**config.mk**
```make
export PLATFORM = sky130hd
export DESIGN_NAME = mem_stage_flat
export DESIGN_NICKNAME = d
export VERILOG_FILES = /design/src/rtl/mem_stage_if.sv /design/src/rtl/mem_stage.sv /design/src/flat_wrapper.sv
export SDC_FILE = /design/constraint.sdc
export NUM_CORES = 1
export LEC_CHECK = 0
export CAP_MARGIN = 15
export CORE_UTILIZATION = 33
export DETAILED_ROUTE_END_ITERATION = 10
export MAX_ROUTING_LAYER = met4
export PLACE_DENSITY = 0.78
export SYNTH_ARGS = -nofsm -noshare
export SYNTH_HDL_FRONTEND = slang
export SYNTH_SLANG_ARGS = --single-unit
```
**constraint.sdc**
```tcl
create_clock -name clk -period 1.7 [get_ports clk]
set_input_delay 0.17 -clock clk [delete_from_list [all_inputs] [get_ports clk]]
set_output_delay 0.17 -clock clk [all_outputs]
set_load 0.005 [all_outputs]
```
**src/rtl/mem_stage_if.sv**
```systemverilog
// Data-memory request/acknowledge bus between the MEM stage and data memory.
interface mem_stage_if;
   logic        dm_req;
   logic        dm_we;
   logic [31:0] dm_addr;
   logic [3:0]  dm_sel;
   logic [31:0] dm_wdata;
   logic        dm_ack;
   logic [31:0] dm_rdata;

   modport master (
      output dm_req, dm_we, dm_addr, dm_sel, dm_wdata,
      input  dm_ack, dm_rdata
   );

   modport slave (
      input  dm_req, dm_we, dm_addr, dm_sel, dm_wdata,
      output dm_ack, dm_rdata
   );
endinterface

```
**src/rtl/mem_stage.sv**
```systemverilog
// MIPS32 memory-access stage: ALU pass-through, big-endian loads/stores over a
// req/ack data-memory bus, alignment checking and bus-timeout abort.
module mem_stage #(
   parameter int unsigned TIMEOUT = 16
) (
   input  logic        clk,
   input  logic        rst,
   input  logic [4:0]  ex_dest_addr,
   input  logic        ex_wreg,
   input  logic [31:0] ex_dest_data,
   input  logic [3:0]  ex_mem_op,
   input  logic [31:0] ex_mem_addr,
   input  logic [31:0] ex_store_data,
   output logic [4:0]  mem_dest_addr,
   output logic        mem_wreg,
   output logic [31:0] mem_dest_data,
   mem_stage_if.master dm,
   output logic        stallreq,
   output logic        align_err,
   output logic        bus_err
);

   typedef enum logic [1:0] {StIdle, StWait, StDone} state_e;

   localparam logic [7:0] TcntLast = 8'(TIMEOUT - 1);

   state_e      state_q, state_d;
   logic [7:0]  tcnt_q, tcnt_d;
   logic        abort_q, abort_d;
   logic [31:0] rdata_q, rdata_d;

   logic        is_load, is_store, is_signed, is_mem, misaligned;
   logic [1:0]  size; // 0 byte, 1 halfword, 2 word
   logic [3:0]  lane_sel;
   logic [31:0] lane_wdata, load_data;
   logic [7:0]  byte_v;
   logic [15:0] half_v;

   // Decode the memory op into direction, access size and signedness.
   always_comb begin
      is_load   = 1'b0;
      is_store  = 1'b0;
      is_signed = 1'b0;
      size      = 2'd2;
      case (ex_mem_op)
         4'd1: begin is_load  = 1'b1; is_signed = 1'b1; size = 2'd0; end
         4'd2: begin is_load  = 1'b1; size = 2'd0; end
         4'd3: begin is_load  = 1'b1; is_signed = 1'b1; size = 2'd1; end
         4'd4: begin is_load  = 1'b1; size = 2'd1; end
         4'd5: begin is_load  = 1'b1; size = 2'd2; end
         4'd6: begin is_store = 1'b1; size = 2'd0; end
         4'd7: begin is_store = 1'b1; size = 2'd1; end
         4'd8: begin is_store = 1'b1; size = 2'd2; end
         default: ;
      endcase
      is_mem     = is_load | is_store;
      misaligned = is_mem && ((size == 2'd1 && ex_mem_addr[0]) ||
                              (size == 2'd2 && ex_mem_addr[1:0] != 2'b00));
   end

   // Big-endian lane select, store replication and load extraction from rdata_q.
   always_comb begin
      lane_sel   = 4'b1111;
      lane_wdata = ex_store_data;
      load_data  = rdata_q;
      byte_v     = 8'h00;
      half_v     = 16'h0000;
      case (size)
         2'd0: begin
            lane_sel   = 4'b1000 >> ex_mem_addr[1:0];
            lane_wdata = {4{ex_store_data[7:0]}};
            case (ex_mem_addr[1:0])
               2'd0:    byte_v = rdata_q[31:24];
               2'd1:    byte_v = rdata_q[23:16];
               2'd2:    byte_v = rdata_q[15:8];
               default: byte_v = rdata_q[7:0];
            endcase
            load_data = is_signed ? {{24{byte_v[7]}}, byte_v} : {24'h0, byte_v};
         end
         2'd1: begin
            lane_sel   = ex_mem_addr[1] ? 4'b0011 : 4'b1100;
            lane_wdata = {2{ex_store_data[15:0]}};
            half_v     = ex_mem_addr[1] ? rdata_q[15:0] : rdata_q[31:16];
            load_data  = is_signed ? {{16{half_v[15]}}, half_v} : {16'h0, half_v};
         end
         default: ;
      endcase
   end

   // Next-state logic and all outputs; reset forces every output low.
   always_comb begin
      state_d       = state_q;
      tcnt_d        = tcnt_q;
      abort_d       = abort_q;
      rdata_d       = rdata_q;
      mem_dest_addr = 5'd0;
      mem_wreg      = 1'b0;
      mem_dest_data = 32'h0;
      dm.dm_req     = 1'b0;
      dm.dm_we      = 1'b0;
      dm.dm_addr    = 32'h0;
      dm.dm_sel     = 4'h0;
      dm.dm_wdata   = 32'h0;
      stallreq      = 1'b0;
      align_err     = 1'b0;
      bus_err       = 1'b0;
      if (rst) begin
         mem_dest_addr = ex_dest_addr;
         mem_dest_data = ex_dest_data;
         mem_wreg      = ex_wreg;
         align_err     = misaligned;
         unique case (state_q)
            StIdle: begin
               if (misaligned) begin
                  mem_wreg = 1'b0;
               end else if (is_mem) begin
                  dm.dm_req   = 1'b1;
                  dm.dm_we    = is_store;
                  dm.dm_addr  = {ex_mem_addr[31:2], 2'b00};
                  dm.dm_sel   = lane_sel;
                  dm.dm_wdata = is_store ? lane_wdata : 32'h0;
                  stallreq    = 1'b1;
                  mem_wreg    = 1'b0;
                  tcnt_d      = 8'd0;
                  if (dm.dm_ack) begin
                     rdata_d = dm.dm_rdata;
                     state_d = StDone;
                  end else begin
                     state_d = StWait;
                  end
               end
            end
            StWait: begin
               dm.dm_req   = 1'b1;
               dm.dm_we    = is_store;
               dm.dm_addr  = {ex_mem_addr[31:2], 2'b00};
               dm.dm_sel   = lane_sel;
               dm.dm_wdata = is_store ? lane_wdata : 32'h0;
               stallreq    = 1'b1;
               mem_wreg    = 1'b0;
               tcnt_d      = tcnt_q + 8'd1;
               // An ack on the final wait cycle still completes the access.
               if (dm.dm_ack) begin
                  rdata_d = dm.dm_rdata;
                  state_d = StDone;
               end else if (tcnt_q == TcntLast) begin
                  abort_d = 1'b1;
                  state_d = StDone;
               end
            end
            StDone: begin
               if (is_load) begin
                  mem_dest_data = load_data;
               end else begin
                  mem_wreg = 1'b0;
               end
               if (abort_q) begin
                  mem_wreg = 1'b0;
                  bus_err  = 1'b1;
               end
               abort_d = 1'b0;
               state_d = StIdle;
            end
            default: state_d = StIdle;
         endcase
      end
   end

   // State registers with synchronous active-low reset.
   always_ff @(posedge clk) begin
      if (!rst) begin
         state_q <= StIdle;
         tcnt_q  <= 8'd0;
         abort_q <= 1'b0;
         rdata_q <= 32'h0;
      end else begin
         state_q <= state_d;
         tcnt_q  <= tcnt_d;
         abort_q <= abort_d;
         rdata_q <= rdata_d;
      end
   end

endmodule

```
**src/flat_wrapper.sv**
```systemverilog
// flat-port wrapper written by rule: the top's interface ports become plain ports
module mem_stage_flat 
#(
   parameter int unsigned TIMEOUT = 16
)
  (clk, rst, ex_dest_addr, ex_wreg, ex_dest_data, ex_mem_op, ex_mem_addr, ex_store_data, mem_dest_addr, mem_wreg, mem_dest_data, stallreq, align_err, bus_err, dm_dm_req, dm_dm_we, dm_dm_addr, dm_dm_sel, dm_dm_wdata, dm_dm_ack, dm_dm_rdata);
  mem_stage_if dm_i ();
  input  logic clk;
  input  logic rst;
  input  logic [4:0] ex_dest_addr;
  input  logic ex_wreg;
  input  logic [31:0] ex_dest_data;
  input  logic [3:0] ex_mem_op;
  input  logic [31:0] ex_mem_addr;
  input  logic [31:0] ex_store_data;
  output logic [4:0] mem_dest_addr;
  output logic mem_wreg;
  output logic [31:0] mem_dest_data;
  output logic stallreq;
  output logic align_err;
  output logic bus_err;
  output wire logic [$bits(dm_i.dm_req)-1:0] dm_dm_req;
  output wire logic [$bits(dm_i.dm_we)-1:0] dm_dm_we;
  output wire logic [$bits(dm_i.dm_addr)-1:0] dm_dm_addr;
  output wire logic [$bits(dm_i.dm_sel)-1:0] dm_dm_sel;
  output wire logic [$bits(dm_i.dm_wdata)-1:0] dm_dm_wdata;
  input wire logic [$bits(dm_i.dm_ack)-1:0] dm_dm_ack;
  input wire logic [$bits(dm_i.dm_rdata)-1:0] dm_dm_rdata;
  assign dm_dm_req = dm_i.dm_req;
  assign dm_dm_we = dm_i.dm_we;
  assign dm_dm_addr = dm_i.dm_addr;
  assign dm_dm_sel = dm_i.dm_sel;
  assign dm_dm_wdata = dm_i.dm_wdata;
  assign dm_i.dm_ack = dm_dm_ack;
  assign dm_i.dm_rdata = dm_dm_rdata;
  mem_stage #(.TIMEOUT(TIMEOUT)) u_core (.clk(clk), .rst(rst), .ex_dest_addr(ex_dest_addr), .ex_wreg(ex_wreg), .ex_dest_data(ex_dest_data), .ex_mem_op(ex_mem_op), .ex_mem_addr(ex_mem_addr), .ex_store_data(ex_store_data), .mem_dest_addr(mem_dest_addr), .mem_wreg(mem_wreg), .mem_dest_data(mem_dest_data), .dm(dm_i), .stallreq(stallreq), .align_err(align_err), .bus_err(bus_err));
endmodule
```
# Word level (Yosys, flattened, before mapping)
# Cells that the tools add are included.
# totals
elab_cells	108
in_bits	141
ff_bits	43
# classes
mux	63
n_bitwise	1
shifts	1
reduce_logical	18
n_addsub	1
n_eq_ne	20
# op_table
op	count
two-way mux 32 bit	15
case mux 32 bit (2 select lines)	5
case mux 8 bit (3 select lines)	1
two-way mux 1 bit	20
equality test 4 x 3 -> 1 bit, second input constant	4
two-way mux 16 bit	1
two-way mux 4 bit	4
two-way mux 8 bit	2
case mux 4 bit (2 select lines)	2
case mux 8 bit (2 select lines)	1
two-way mux 2 bit	5
AND reduction 3 bit	3
OR reduction 3 bit	3
adder 8 x 1 -> 8 bit, second input constant	1
equality test 4 x 2 -> 1 bit, second input constant	2
equality test 8 x 4 -> 1 bit, second input constant	1
case mux 2 bit (2 select lines)	2
equality test 2 x 1 -> 1 bit, second input constant	3
equality test 2 bit, second input constant	3
zero test 2 bit	3
case mux 1 bit (2 select lines)	3
nonzero test 2 bit	3
two-way mux 5 bit	1
OR reduction 5 bit	1
other kinds (11)	15

# Logic depth before layout (Yosys ltp)
# logic_depth
word_depth	10
mapped_depth	9
depth_no_buf	6

# Worst setup path after synthesis
# Ideal clock, no wire load.
# synth_path
path_kind	in2out
start	input port ex_mem_op[2]
end	output port dm_dm_wdata[26]
stages	8
slack_ps	27
arrival_ps	1503
cell_sequence	buf_4 > buf_4 > nand3b_1 > a21oi_1 > nor3_1 > o211ai_4 > buf_6 > a211oi_2
# synth_via
elab_chain_cells	10
# synth_rtl
element	line_no	source
start, declared	flat_wrapper.sv:13	input logic [3:0] ex_mem_op;
equality test 4 x 2 -> 1 bit, or another cell as far along	mem_stage.sv:45	case (ex_mem_op)
OR reduction 3 bit (no line)	--	
case mux 2 bit (2 select lines)	mem_stage.sv:45	
equality test 2 x 1 -> 1 bit, or another cell as far along	mem_stage.sv:57, mem_stage.sv:68	
case mux 32 bit (2 select lines), or another cell as far along	mem_stage.sv:68	case (size)
two-way mux 32 bit / logical OR 1 bit (equally long branches)	mem_stage.sv:121, mem_stage.sv:138, mem_stage.sv:57	
two-way mux 32 bit / logical AND 1 bit (equally long branches)	mem_stage.sv:116, mem_stage.sv:57	
two-way mux 32 bit	mem_stage.sv:114	if (misaligned) begin
case mux 32 bit (2 select lines) *	mem_stage.sv:112	unique case (state_q)
two-way mux 32 bit *	mem_stage.sv:107	if (rst) begin
end, declared	flat_wrapper.sv:26	output wire logic [$bits(dm_i.dm_wdata)-1:0] dm_dm_wdata;
# Every way passes the cells marked *; elsewhere a longest branch is shown, timed or not.

# Worst setup path after layout
# layout_path
start	register u_core.rdata_q[15]
end	output port mem_dest_data[21]
# layout_via
elab_chain_cells	6
# layout_rtl
element	line_no	source
start, declared	mem_stage.sv:30	logic [31:0] rdata_q, rdata_d;
start signal, assigned	mem_stage.sv:180	rdata_q <= rdata_d;
case mux 8 bit (3 select lines) / two-way mux 16 bit (equally long branches)	mem_stage.sv:72, mem_stage.sv:83	
two-way mux 32 bit (on tied branches)	mem_stage.sv:78, mem_stage.sv:84	
case mux 32 bit (2 select lines) *	mem_stage.sv:68	
two-way mux 32 bit *	mem_stage.sv:152	if (is_load) begin
two-way mux 32 bit *	mem_stage.sv:112	
two-way mux 32 bit *	mem_stage.sv:107	
end, declared	flat_wrapper.sv:18	output logic [31:0] mem_dest_data;
# Marks and branches as above.

==> results.toml <==
[synthesis]
synthArstFlopShare_pct = 0
synth_cells = 563
ys_warn_count = 0
synth-edff-count = 0
yosys-top-cells-area = "dfxtp_1 (23%), o21ai_0 (12%), nand3_1 (8.0%)"
ys_seq_area_share_pct = 22.5
syn_area_um2 = 3820
yosysTopAreaCell = "dfxtp_1"
ys_ff_latch = 43
synth_top_area_share_pct = 22.5
synth_ff_type = "dfxtp_1"
yosysUniqueCellTypes = 58
syn_avg_cell_area_um2 = 6.79

[run]
cap_violations = 0

[routing]
post_drt_wl_per_cell_um = 20.9
drt-total-wl_um = 23500
vias = 6286
antenna_left = 0
firstDrtPassIters = 7
vias_per_cell = 5.61
first_iter_violations = 389
drc = 0

[clock_network]
clockBufferDepth = 2
root_buffer = "clkbuf_16"
clkSlewWorstSetupHoldPaths_ns = 0.06
cts_num_sinks = 43
cts_tree = "done"
insertion_delay_ns = 0.29
cts_max_level = 2
cts_buffers = 5
hold_buffers = 0

[timing]
worst_clock_skew_ns = 0.00539
worst_slack_ns = -0.519
fmax_ghz = 0.451
drv_slew = 0
setup_viol = 101
fin_crit_ns = 2.22
fin_crit_sh_pct = 131
rsz0062_at_grt = "yes"
finalHoldViolCount = 0

[worst_setup_path]
cp.arrival_ns = 2.05
critical_path.startpoint = "u_core.rdata_q[15]$_SDFFE_PN0P_"
reg2regPathDepth = 5
path_cells = "mux4_2 -> o211ai_1 -> nand2_1 -> nand2_2 -> buf_4 -> buf_6 -> o21ai_2 -> clkbuf_2"
worstReg2RegEnd = "u_core.abort_q$_SDFFE_PN0P_"
startpoint_type = "flip-flop"
cp-end-kind = "primary output"
path_max_fanout = 4
rrSetupSlack_ns = 0.11
cp.depth = 8
critPathKind = "flip-flop to primary output"
crit_family = "multiplexers"
critPathCapture = "mem_dest_data[21]"
cpPeakStageDelay_ns = 0.51
crit_slowest_cell = "mux4_2"
worstReg2RegStart = "u_core.state_q[0]$_SDFFE_PN0P_"
crit_buf_inv = 3
cp_data_required_time_ns = 1.53

[floorplanning]
core.rowCount = 38
coreArea_um2 = 11100
io_pins = 252
start_util_pct = 34.5
fp.dieW_um = 110
die-area_um2 = 12000
die_h_um = 110

[final_layout]
seq_area_um2 = 868
fin_nets = 1120
layout-drive-gt1-share_pct = 49.7
area_growth_pct = 141
fill_cells = 629
multi_input_area_um2 = 3420
instances_no_fill = 1120

[grt]
grt_start_max_net_pins = 65
grt_usage_pct = 36.7
grt_pass1_wl_um = 32600
grt_pass1_vias = 6228
antenna_found_initial = 1
grt-ovfl-total = 0

[place]
globalplace.congestion = 0.931
dp_hpwl_um = 13200
dp_cells = 994
port-buffer-count = 249

[power_and_ir_drop]
power.total_mw = 4.25
ir_drop_mv = 0.449
leakage_nw = 3.92
power.density_nw_per_um2 = 462

[status]
outcome = "finished with violations"
failed_checks = "setup timing"

[hold_path]
hp-class = "primary input to flip-flop"
## report_power, final
part / switching (mW) / total, mW / internal (mW)
Clock: 0.405 / 1.10 / 0.692
Combinational: 0.882 / 2.05 / 1.17
Sequential: 0.0498 / 1.11 / 1.06
Total: 1.34 / 4.25 / 2.92
## placed cells by master (no fill, tap or decap), drive strengths merged, types with 2 or more instances in the layout
master         count
nor3b              2
nor3              13
conb               2
inv               27
nor2b              8
and3               3
nand3             61
a21boi             2
nor2              39
a211oi             9
o211ai             9
clkinv             2
nand3b             2
and2              37
nand2b             6
or4b               2
clkbuf            11
a31oi             12
dfxtp             43
mux2i             18
o21a               2
nand2             54
buf              317
a21oi             23
a311oi             2
clkdlybuf4s50    139
mux2               2
o21ai             93
o22ai             12
or2                2
a221oi             3
o221ai             8
## layout make-up
cell class,instances,area share [%]
Clock buffer,5,1.36
Multi-Input combinational cell,439,37.1
Inverter,27,1.10
Sequential cell,43,9.43
Tap cell,140,1.90
Timing Repair Buffer,462,48.6
Antenna cell,1,0.0272
Clock inverter,3,0.476
## metal layers
metal / track usage [%] / share of wire [%] / vias to the layer above
li1: - / - / 2834
met2: 64.1 / 50 / 386
met4: 23.5 / 6.7 / 0
met5: - / 0 / -
met1: 38.2 / 35 / 2946
met3: 6.16 / 7.4 / 120
## cells by family after synthesis
kind of cell	count (synthesis)	share of synthesized area (%)
AND/OR/NAND/NOR	232	30.7
AO/OA/AOI/OAI	182	29.9
buffers and inverters	82	10.3
flip-flops	43	22.5
multiplexers	21	5.89
adder cells (fa/ha/maj)	1	0.327
other	1	0.0981
XOR/XNOR	1	0.229
## synth_stat cells (all sizes together) (2+ instances only)
| cell | number |
|---|---|
| and2 | 37 |
| o221ai | 8 |
| nand3b | 2 |
| o211ai | 9 |
| nor2b | 8 |
| o21ai | 93 |
| a21oi | 23 |
| mux2 | 2 |
| or4b | 2 |
| a31oi | 12 |
| nor2 | 39 |
| o21a | 2 |
| nor3 | 13 |
| mux2i | 18 |
| o22ai | 12 |
| dfxtp | 43 |
| inv | 27 |
| a21boi | 2 |
| a221oi | 3 |
| nand2 | 54 |
| a211oi | 9 |
| nor3b | 2 |
| clkbuf | 27 |
| nand3 | 61 |
| nand2b | 6 |
| or2 | 2 |
| a311oi | 2 |
| buf | 28 |
| and3 | 3 |
## sequential cells by signal, summed over array words and instances, names as in the netlist
register        flops
u_core.abort_q      1
u_core.state_q      2
u_core.tcnt_q       8
u_core.rdata_q     32
## through the flow
step / TNS (ns) / cell area, µm² / util, % / setup slack [ns] / hold WS [ns]
2_1_floorplan: 0 / 3820 / - / 0.0273 / 0.310
4_1_cts: -33.80 / 8650 / 78.0 / -0.547 / 0.347
6_report: -32.16 / 9210 / 83.1 / -0.519 / 0.359
5_1_grt: -36.36 / 9210 / 83.1 / -0.536 / 0.388
3_5_place_dp: -114.42 / 7030 / 63.5 / -1.08 / 0.472
3_3_place_gp: -112.83 / 7030 / 63.5 / -1.07 / 0.447
## worst register-to-register path: stages, from the launching register on
cell and delay [ns]:
dfxtp_4 0.39, buf_6 0.15, or4b_4 0.48, nor3_4 0.21, a21oi_1 0.10, o21ai_0 0.18
## worst min-delay path by stage
stage                                     endpoint  slack, ns                            from  cells after the start
floorplan           u_core.rdata_q[0]$_SDFFE_PN0P_       0.31                  dm_dm_rdata[0]                      2
global placement     u_core.tcnt_q[7]$_SDFFE_PN0P_       0.45   u_core.tcnt_q[7]$_SDFFE_PN0P_                      1
detailed placement  u_core.rdata_q[2]$_SDFFE_PN0P_       0.47  u_core.rdata_q[2]$_SDFFE_PN0P_                      2
CTS                 u_core.state_q[1]$_SDFFE_PN0P_       0.35                             rst                      4
global route        u_core.state_q[1]$_SDFFE_PN0P_       0.39                             rst                      4
finish              u_core.state_q[1]$_SDFFE_PN0P_       0.36                             rst                      4
## repair_timing
item	4_1_cts	5_1_grt
setup buffers	98	33
gates cloned	13	0
gates resized for setup	650	149
pin swaps	63	78
setup endpoints to repair	146	107
Note: power is estimated with default switching activity, not from simulation.
